$ cat config.mk
export PLATFORM = sky130hd
export DESIGN_NAME = run_detect_fsm
export DESIGN_NICKNAME = d
export VERILOG_FILES = /design/src/rtl/run_det_pkg.sv /design/src/rtl/run_det_cnt.sv /design/src/rtl/run_detect_fsm.sv
export SDC_FILE = /design/constraint.sdc
export NUM_CORES = 1
export LEC_CHECK = 0
export BUFFER_PORTS_ARGS = -buffer_cell sky130_fd_sc_hd__buf_2
export CAP_MARGIN = 0
export CORE_AREA = 3 3 40 42
export DETAILED_ROUTE_END_ITERATION = 16
export DIE_AREA = 0 0 43 45
export PLACE_DENSITY = 0.67
export SLEW_MARGIN = 20
export SYNTH_ARGS = -nofsm -noshare
export SYNTH_HDL_FRONTEND = slang
export SYNTH_SLANG_ARGS = --single-unit
$ cat constraint.sdc
create_clock -name clk_i -period 2.05 [get_ports clk_i]
set_clock_uncertainty 0.2 [all_clocks]
set_input_delay 0.41 -clock clk_i [delete_from_list [all_inputs] [get_ports clk_i]]
set_output_delay 0.41 -clock clk_i [all_outputs]
set_load 0.05 [all_outputs]
$ cat src/rtl/run_det_pkg.sv
// Shared types and constants for the run-length detector.
package run_det_pkg;

    typedef enum logic [1:0] {
        S_IDLE = 2'b00,
        S_RUN1 = 2'b01,
        S_RUN0 = 2'b10
    } state_e;

    localparam logic [1:0] MODE_ONES  = 2'b00;
    localparam logic [1:0] MODE_ZEROS = 2'b01;
    localparam logic [1:0] MODE_ANY   = 2'b10;

    // mode_i[1] set selects either polarity (covers both 10 and 11).
    function automatic logic polarity_ok(input state_e s, input logic [1:0] mode);
        case (s)
            S_RUN1:  polarity_ok = (mode == MODE_ONES)  || mode[1];
            S_RUN0:  polarity_ok = (mode == MODE_ZEROS) || mode[1];
            default: polarity_ok = 1'b0;
        endcase
    endfunction

endpackage

$ cat src/rtl/run_det_cnt.sv
// Saturating run counter with clear / load-1 / increment / hold controls.
module run_det_cnt #(
    parameter int W   = 3,
    parameter int MAX = 4
) (
    input  logic         clk,
    input  logic         rst,
    input  logic         clr,
    input  logic         load,
    input  logic         inc,
    output logic [W-1:0] count,
    output logic [W-1:0] count_next
);

    always_comb begin
        count_next = count;
        if (clr)
            count_next = '0;
        else if (load)
            count_next = W'(1);
        else if (inc && (count != W'(MAX)))
            count_next = count + W'(1);
    end

    always_ff @(posedge clk) begin
        if (rst)
            count <= '0;
        else
            count <= count_next;
    end

endmodule

$ cat src/rtl/run_detect_fsm.sv
// Run-length detector: flags z_o after RUN_LEN equal enabled samples of w_i.
// Optional detection counter enabled by defining RUN_DET_HIT_CNT_EN.
module run_detect_fsm
    import run_det_pkg::*;
#(
    parameter int RUN_LEN = 4,
    parameter int CNT_W   = $clog2(RUN_LEN + 1),
    parameter int HIT_W   = 8
) (
    input  logic             clk_i,
    input  logic             res_i,
    input  logic             en_i,
    input  logic             clr_i,
    input  logic             w_i,
    input  logic [1:0]       mode_i,
    output logic             z_o,
    output logic [1:0]       state_o,
    output logic [CNT_W-1:0] run_len_o,
    output logic [HIT_W-1:0] hit_cnt_o
);

    state_e           state, state_next;
    logic             cnt_clr, cnt_load, cnt_inc;
    logic [CNT_W-1:0] run_len, run_len_next;
    logic             z, z_next;

    run_det_cnt #(
        .W   (CNT_W),
        .MAX (RUN_LEN)
    ) u_cnt (
        .clk        (clk_i),
        .rst        (res_i),
        .clr        (cnt_clr),
        .load       (cnt_load),
        .inc        (cnt_inc),
        .count      (run_len),
        .count_next (run_len_next)
    );

    always_ff @(posedge clk_i) begin
        if (res_i)
            state <= S_IDLE;
        else
            state <= state_next;
    end

    always_comb begin
        state_next = state;
        cnt_clr    = 1'b0;
        cnt_load   = 1'b0;
        cnt_inc    = 1'b0;
        if (clr_i) begin
            state_next = S_IDLE;
            cnt_clr    = 1'b1;
        end else begin
            case (state)
                S_IDLE: begin
                    if (en_i) begin
                        state_next = w_i ? S_RUN1 : S_RUN0;
                        cnt_load   = 1'b1;
                    end
                end
                S_RUN1: begin
                    if (en_i) begin
                        state_next = w_i ? S_RUN1 : S_RUN0;
                        cnt_inc    = w_i;
                        cnt_load   = !w_i;
                    end
                end
                S_RUN0: begin
                    if (en_i) begin
                        state_next = w_i ? S_RUN1 : S_RUN0;
                        cnt_inc    = !w_i;
                        cnt_load   = w_i;
                    end
                end
                default: begin
                    state_next = S_IDLE;
                    cnt_clr    = 1'b1;
                end
            endcase
        end
    end

    // Kept apart from the next-state block: it depends on the counter's look-ahead.
    always_comb begin
        z_next = z;
        if (clr_i || !(state inside {S_IDLE, S_RUN1, S_RUN0}))
            z_next = 1'b0;
        else if (en_i)
            z_next = (run_len_next == CNT_W'(RUN_LEN)) && polarity_ok(state_next, mode_i);
    end

    always_ff @(posedge clk_i) begin
        if (res_i)
            z <= 1'b0;
        else
            z <= z_next;
    end

`ifdef RUN_DET_HIT_CNT_EN
    logic [HIT_W-1:0] hits;

    always_ff @(posedge clk_i) begin
        if (res_i)
            hits <= '0;
        else if (!z && z_next && (hits != '1))
            hits <= hits + HIT_W'(1);
    end

    assign hit_cnt_o = hits;
`else
    assign hit_cnt_o = '0;
`endif

    assign z_o       = z;
    assign state_o   = state;
    assign run_len_o = run_len;

endmodule

# ---- Yosys cells after proc, flatten, opt, wreduce, memory -nomap -nowiden
# Cells that the tools add are included.
dict set report op_classes {
  n_addsub 1
  eq_ne 7
  muxes 19
  reduce_logical 12
}
# cell count
set op_table {}
lappend op_table {{$mux W1} 9}
lappend op_table {{$mux W3} 3}
lappend op_table {{$mux W2} 4}
lappend op_table {{$eq A2 B1 Y1 const B} 3}
lappend op_table {{$eq A2 B2 Y1 const B} 2}
lappend op_table {{$logic_not A2 Y1} 2}
lappend op_table {{$pmux W1 S2} 2}
lappend op_table {{$add A3 B1 Y3 const B} 1}
lappend op_table {{$eq A3 B3 Y1 const B} 1}
lappend op_table {{$logic_or A1 B1 Y1} 3}
lappend op_table {{$ne A3 B3 Y1 const B} 1}
lappend op_table {{$pmux W1 S3} 1}
lappend op_table {{$reduce_bool A3 Y1} 1}
lappend op_table {{$reduce_or A3 Y1} 1}
lappend op_table {{$logic_and A1 B1 Y1} 2}
lappend op_table {{$logic_not A1 Y1} 2}
lappend op_table {{$reduce_or A2 Y1} 1}
dict set report word_totals {
  ff_bits 6
  in_bits 7
  out_inout_bits 14
}

# ---- Longest topological paths before layout
dict set report logic_depth {
  depth_word 10
  mapped_depth 7
}

# ---- By module
# A second synthesis with hierarchy kept.
dict set report unflattened {
  hier_cells 59
  hier_area_um2 528.0
}
# mod n_inst cells_per_inst area_per_inst_um2 seq_area_each_um2
set modules_own_cells {}
lappend modules_own_cells {run_detect_fsm 1 39 329.1 60.1}
lappend modules_own_cells {run_det_cnt 1 20 198.9 60.1}

# ---- Worst setup path after synthesis
# OpenSTA, ideal clock, no wires.
dict set report synth_timing {
  kind {reg-to-reg}
  startpoint {register state[0] (netlist: state_o[0])}
  endpoint {register z (netlist: z_o)}
  arrival_ns 1.878
  t_required_ns 1.763
  setup_slack_ns -0.115
  stages_incl_launch_ff 7
  path_cell_list {dfxtp_1 > inv_1 > ha_1 > nand2_1 > a2111oi_4 > mux2i_1 > o31ai_1}
}
dict set report synth_via {
  elab_chain_len 9
  elab_cells_between_ends 28
  cone_classes {eq/ne (5); mux (15); reduce/logical (8)}
}
# item line_no
set synth_lines {}
lappend synth_lines {{start: declaration} run_detect_fsm.sv:22} ;# state_e state, state_next;
lappend synth_lines {{start signal: assignment} run_detect_fsm.sv:44} ;# state <= state_next;
lappend synth_lines {{$eq A2 B1 Y1, or another cell as far along} {run_detect_fsm.sv:56, run_detect_fsm.sv:88}}
lappend synth_lines {{$reduce_or A3 Y1 (no line) / $pmux W1 S2 (equally long branches)} n/a}
lappend synth_lines {{$mux W2 / $mux W1 (equally long branches)} n/a}
lappend synth_lines {{$mux W2 / $logic_and A1 B1 Y1 (equally long branches)} {run_detect_fsm.sv:52, run_det_cnt.sv:21}}
lappend synth_lines {{$eq A2 B2 Y1, or another cell as far along} run_det_pkg.sv:16} ;# case (s)
lappend synth_lines {{$pmux W1 S2 / $mux W3 (equally long branches)} {run_det_pkg.sv:16, run_det_cnt.sv:19}}
lappend synth_lines {{$mux W1 / $mux W3 (equally long branches)} {run_detect_fsm.sv:90, run_det_cnt.sv:17}}
lappend synth_lines {{$mux W1 / $eq A3 B3 Y1 (equally long branches)} {run_detect_fsm.sv:88, run_detect_fsm.sv:91}}
lappend synth_lines {{$logic_and A1 B1 Y1} run_detect_fsm.sv:91} ;# z_next = (run_len_next == CNT_W'(RUN_LEN)) && polarity_ok(state_next, mode_i);
lappend synth_lines {{end signal: assignment} run_detect_fsm.sv:98} ;# z <= z_next;
lappend synth_lines {{end: declaration} run_detect_fsm.sv:25} ;# logic z, z_next;
# Parallel ways exist; a longest one is shown, timed or not. The select of a mux whose other input is x is not followed.
# A chain may end at the register's enable or synchronous reset.

# ---- Worst setup path in the final report
# Ends and elaborated chain as after synthesis.

==> summary.md <==
| Metric | Value |
|---|---|
| Rows | 13 |
| Residual DRC | 0 |
| Tightest Hold Check Type | in -> reg |
| Setup CP Type | reg -> reg |
| Sw Ratio | 0.331 |
| Total CTS buffers | 3 |
| Worst-skew pair later-pin latency | roughly 0.23 ns |
| Crit path capture type | flip-flop |
| Initial DRC Count | 5 |
| Total power | 0.000312 W |
| Area delta synth->final | 19.8% |
| Final WL | between 800 and 900 um |
| Area of the multi-input gates | roughly 350 um^2 |
| Setup crit start | state_o[0]$_SDFF_PP0_ |
| 1st-pass router iterations | 3 |
| Final Max Slew Viols | 0 |
| First-pass GRT wire length | roughly 1500 um |
| Register area share after synthesis | 0.235 |
| Number of antenna diodes | 0 |
| Clk pin slew, worst setup/hold paths | ~0.040 ns |
| Die ar. | between 1500 and 2000 um^2 |
| Status | completed |
| Syn Inst Count | 56 |
| Library cells used by synthesis | 22 |
| Hold Startpoint | res_i |
| Area leader, netlist | dfxtp_1 |
| Peak VDD IR | 0.236 mV |
| Die boundary width | 43 um |
| Fin. Hold Viols | 0 |
| Largest net degree at the start of global routing | 8 |
| Seq pwr share | 0.394 |
| Leakage | between 0.2 and 0.3 nW |
| Ys Warns | 0 |
| Setup TNS | 0 ns |
| Max Clk Rate | about 540 MHz |
| Number of I/O pins | 21 |
| Vias in the first global route | 367 |
| Mapped Area | 512 um^2 |
| Congestion Overflow GR | 0 |
| Synth area leaders | dfxtp_1 23%, ha_1 17%, buf_4 12%, mux2i_1 7.8%, a2111oi_4 5.4% |
| Crit path max fanout | 5 |
| Share of layout cells above drive strength 1 | 0.356 |
| CP Capture Point | z_o$_SDFFE_PP0P_ |
| Vias per cell | between 4 and 5 |
| Crit path arrival time | 1.81 ns |
| Clock network power share | 0.334 |
| DRT antenna net count | 0 |
| Routed via count | 420 |
| Biggest cell delay along the critical path | 0.38 ns |
| Nets | 89 |
| Starting density of the core | 0.398 |
| Clk buf depth | 2 |
| Port bufs | 12 |
| NetSw | 0.000103 W |
| R2r startpoint | state_o[0]$_SDFF_PP0_ |
| Fin crit period | 1.85 ns |
| CTS root buf | clkbuf_4 |
| Detailed placement HPWL | 732 um |
| Area share of the largest cell type after synthesis | 0.235 |
| CTS tree | yes |
| CP max-delay cell | or3_4 |
| Total GRT Usage | 0.0992 |
| Reg2Reg Depth | 6 |
| P_int | 0.000209 W |
| Synthesized area per cell | 9.14 um^2 |
| Reg2Reg Setup Slack | 0.20 ns |
| Die Ht | roughly 45 um |
| Number of fill cells | 133 |
| Core area | between 1000 and 1500 um^2 |
| PD cells | 510 nW/um^2 |
| FF-to-FF End | z_o$_SDFFE_PP0P_ |
| Worst EP required | 2.00 ns |
| GPL Wtd Cong | approximately 0.69 |
| Clk sinks | 6 |
| Final setup fails | 0 |
| Htree depth | 1 |
| MaxCap Viol Count | 0 |
| RSZ-0062 raised after global routing | false |
| Hold bufs inserted after CTS | 0 |
| Initial antenna violation count | 0 |
| Synth Register Bits | 6 |
| Fin crit share | 0.905 |
| Logic gate share of total power | 0.272 |
| Critical-path cell list | ha_2 -> or3_4 -> ha_1 -> nor2b_1 -> o21ai_0 -> o31ai_1 |
| DR WL/cell | 10.0 um |
| Reg area | 124 um^2 |
| Worst setup SP type | flip-flop |
-- critical path, delay by kind of cell (launching register included) --
family,cells,cell delay [ns]
adders and majority gates,2,0.48
and+or+nand+nor,2,0.48
DFF,1,0.34
AOI/OAI and AO/OA,2,0.26
-- synth_stat cells (all sizes together) --
cell / instances
dfxtp: 6
mux2i: 4
nand3b: 1
a2111oi: 1
o31ai: 1
nor4: 1
conb: 1
nor3: 2
o41a: 1
nand3: 1
nor2: 4
buf: 8
xnor2: 2
inv: 5
o211ai: 1
or3: 1
ha: 7
a21boi: 1
o21ai: 2
nand2: 2
mux2: 2
nor2b: 2
-- how the worst min path moves through the flow --
stage	end	cells past startpoint
global route	state_o[0]$_SDFF_PP0_	2
CTS	state_o[0]$_SDFF_PP0_	2
finish	state_o[0]$_SDFF_PP0_	2
global placement	z_o$_SDFFE_PP0P_	2
detailed placement	z_o$_SDFFE_PP0P_	2
floorplan	state_o[0]$_SDFF_PP0_	1
-- cells in the final DEF (no fill, tap or decap), types with 2 or more instances in the layout --
cell type and instances:
inv_1 5, dfxtp_1 3, dfxtp_2 3, conb_1 8
clkbuf_4 3, buf_4 3, nor2_1 4, nand2_1 2
mux2i_1 4, nor2b_1 2, ha_1 6, nor3_1 2
xnor2_1 2, mux2_2 2, buf_2 12
-- logic make-up (layout without fill, tap and decap cells) --
kind of cell,count (synthesis),after routing,synth area share
and+or+nand+nor,14,14,0.137
buffers and inverters,13,23,0.154
adders and majority gates,7,7,0.171
AOI/OAI and AO/OA,7,7,0.139
muxes,6,6,0.122
DFF,6,6,0.235
xor gates and xnor gates,2,2,0.0342
other,1,8,0.00733
-- final cells by class --
type / count / area share
multi-input combinational: 44 / 0.565
clock buffer: 3 / 0.0367
sequential: 6 / 0.202
tap: 15 / 0.0306
inverter: 5 / 0.0306
timing repair buffer: 15 / 0.135
-- per-layer routing --
metal | track usage | vias to the layer above | wire (um)
met4 | 0.0542 | 0 | 8
li1 | - | 211 | -
met3 | 0.0239 | 2 | 61
met2 | 0.168 | 16 | 422
met5 | 0 | - | 0
met1 | 0.116 | 191 | 389
-- through the flow --
step	cells	util	hold WS (ns)	cell area, um^2	worst slack (ns)
2_1_floorplan	63	-	0.275	542	0.0614
3_3_place_gp	84	0.448	0.278	576	0.0449
3_5_place_dp	84	0.448	0.284	576	0.00150
4_1_cts	87	0.465	0.131	598	0.0996
5_1_grt	88	0.477	0.139	613	0.0143
6_report	88	0.477	0.134	613	0.195
-- registers in the layout (all words and copies together), names as in the netlist --
name,count
state_o,2
z_o,1
u_cnt.count,3
-- power by group through the flow --
| stage | Clock, W | Combinational [W] | Sequential [W] |
|---|---|---|---|
| 3_5_place_dp | 0 | 0.0000840 | 0.000125 |
| 2_1_floorplan | 0 | 0.0000677 | 0.000133 |
| 3_3_place_gp | 0 | 0.0000834 | 0.000125 |
| 5_1_grt | 0.000113 | 0.0000923 | 0.000123 |
| 4_1_cts | 0.000109 | 0.0000843 | 0.000123 |
| 6_report | 0.000104 | 0.0000850 | 0.000123 |
-- repair_timing --
item / 4_1_cts / 5_1_grt
endpoints found under the setup margin: 0 / 1
buffers inserted: 0 / 1
gates resized for setup: 0 / 3
Power figures use the tool's default switching activity.
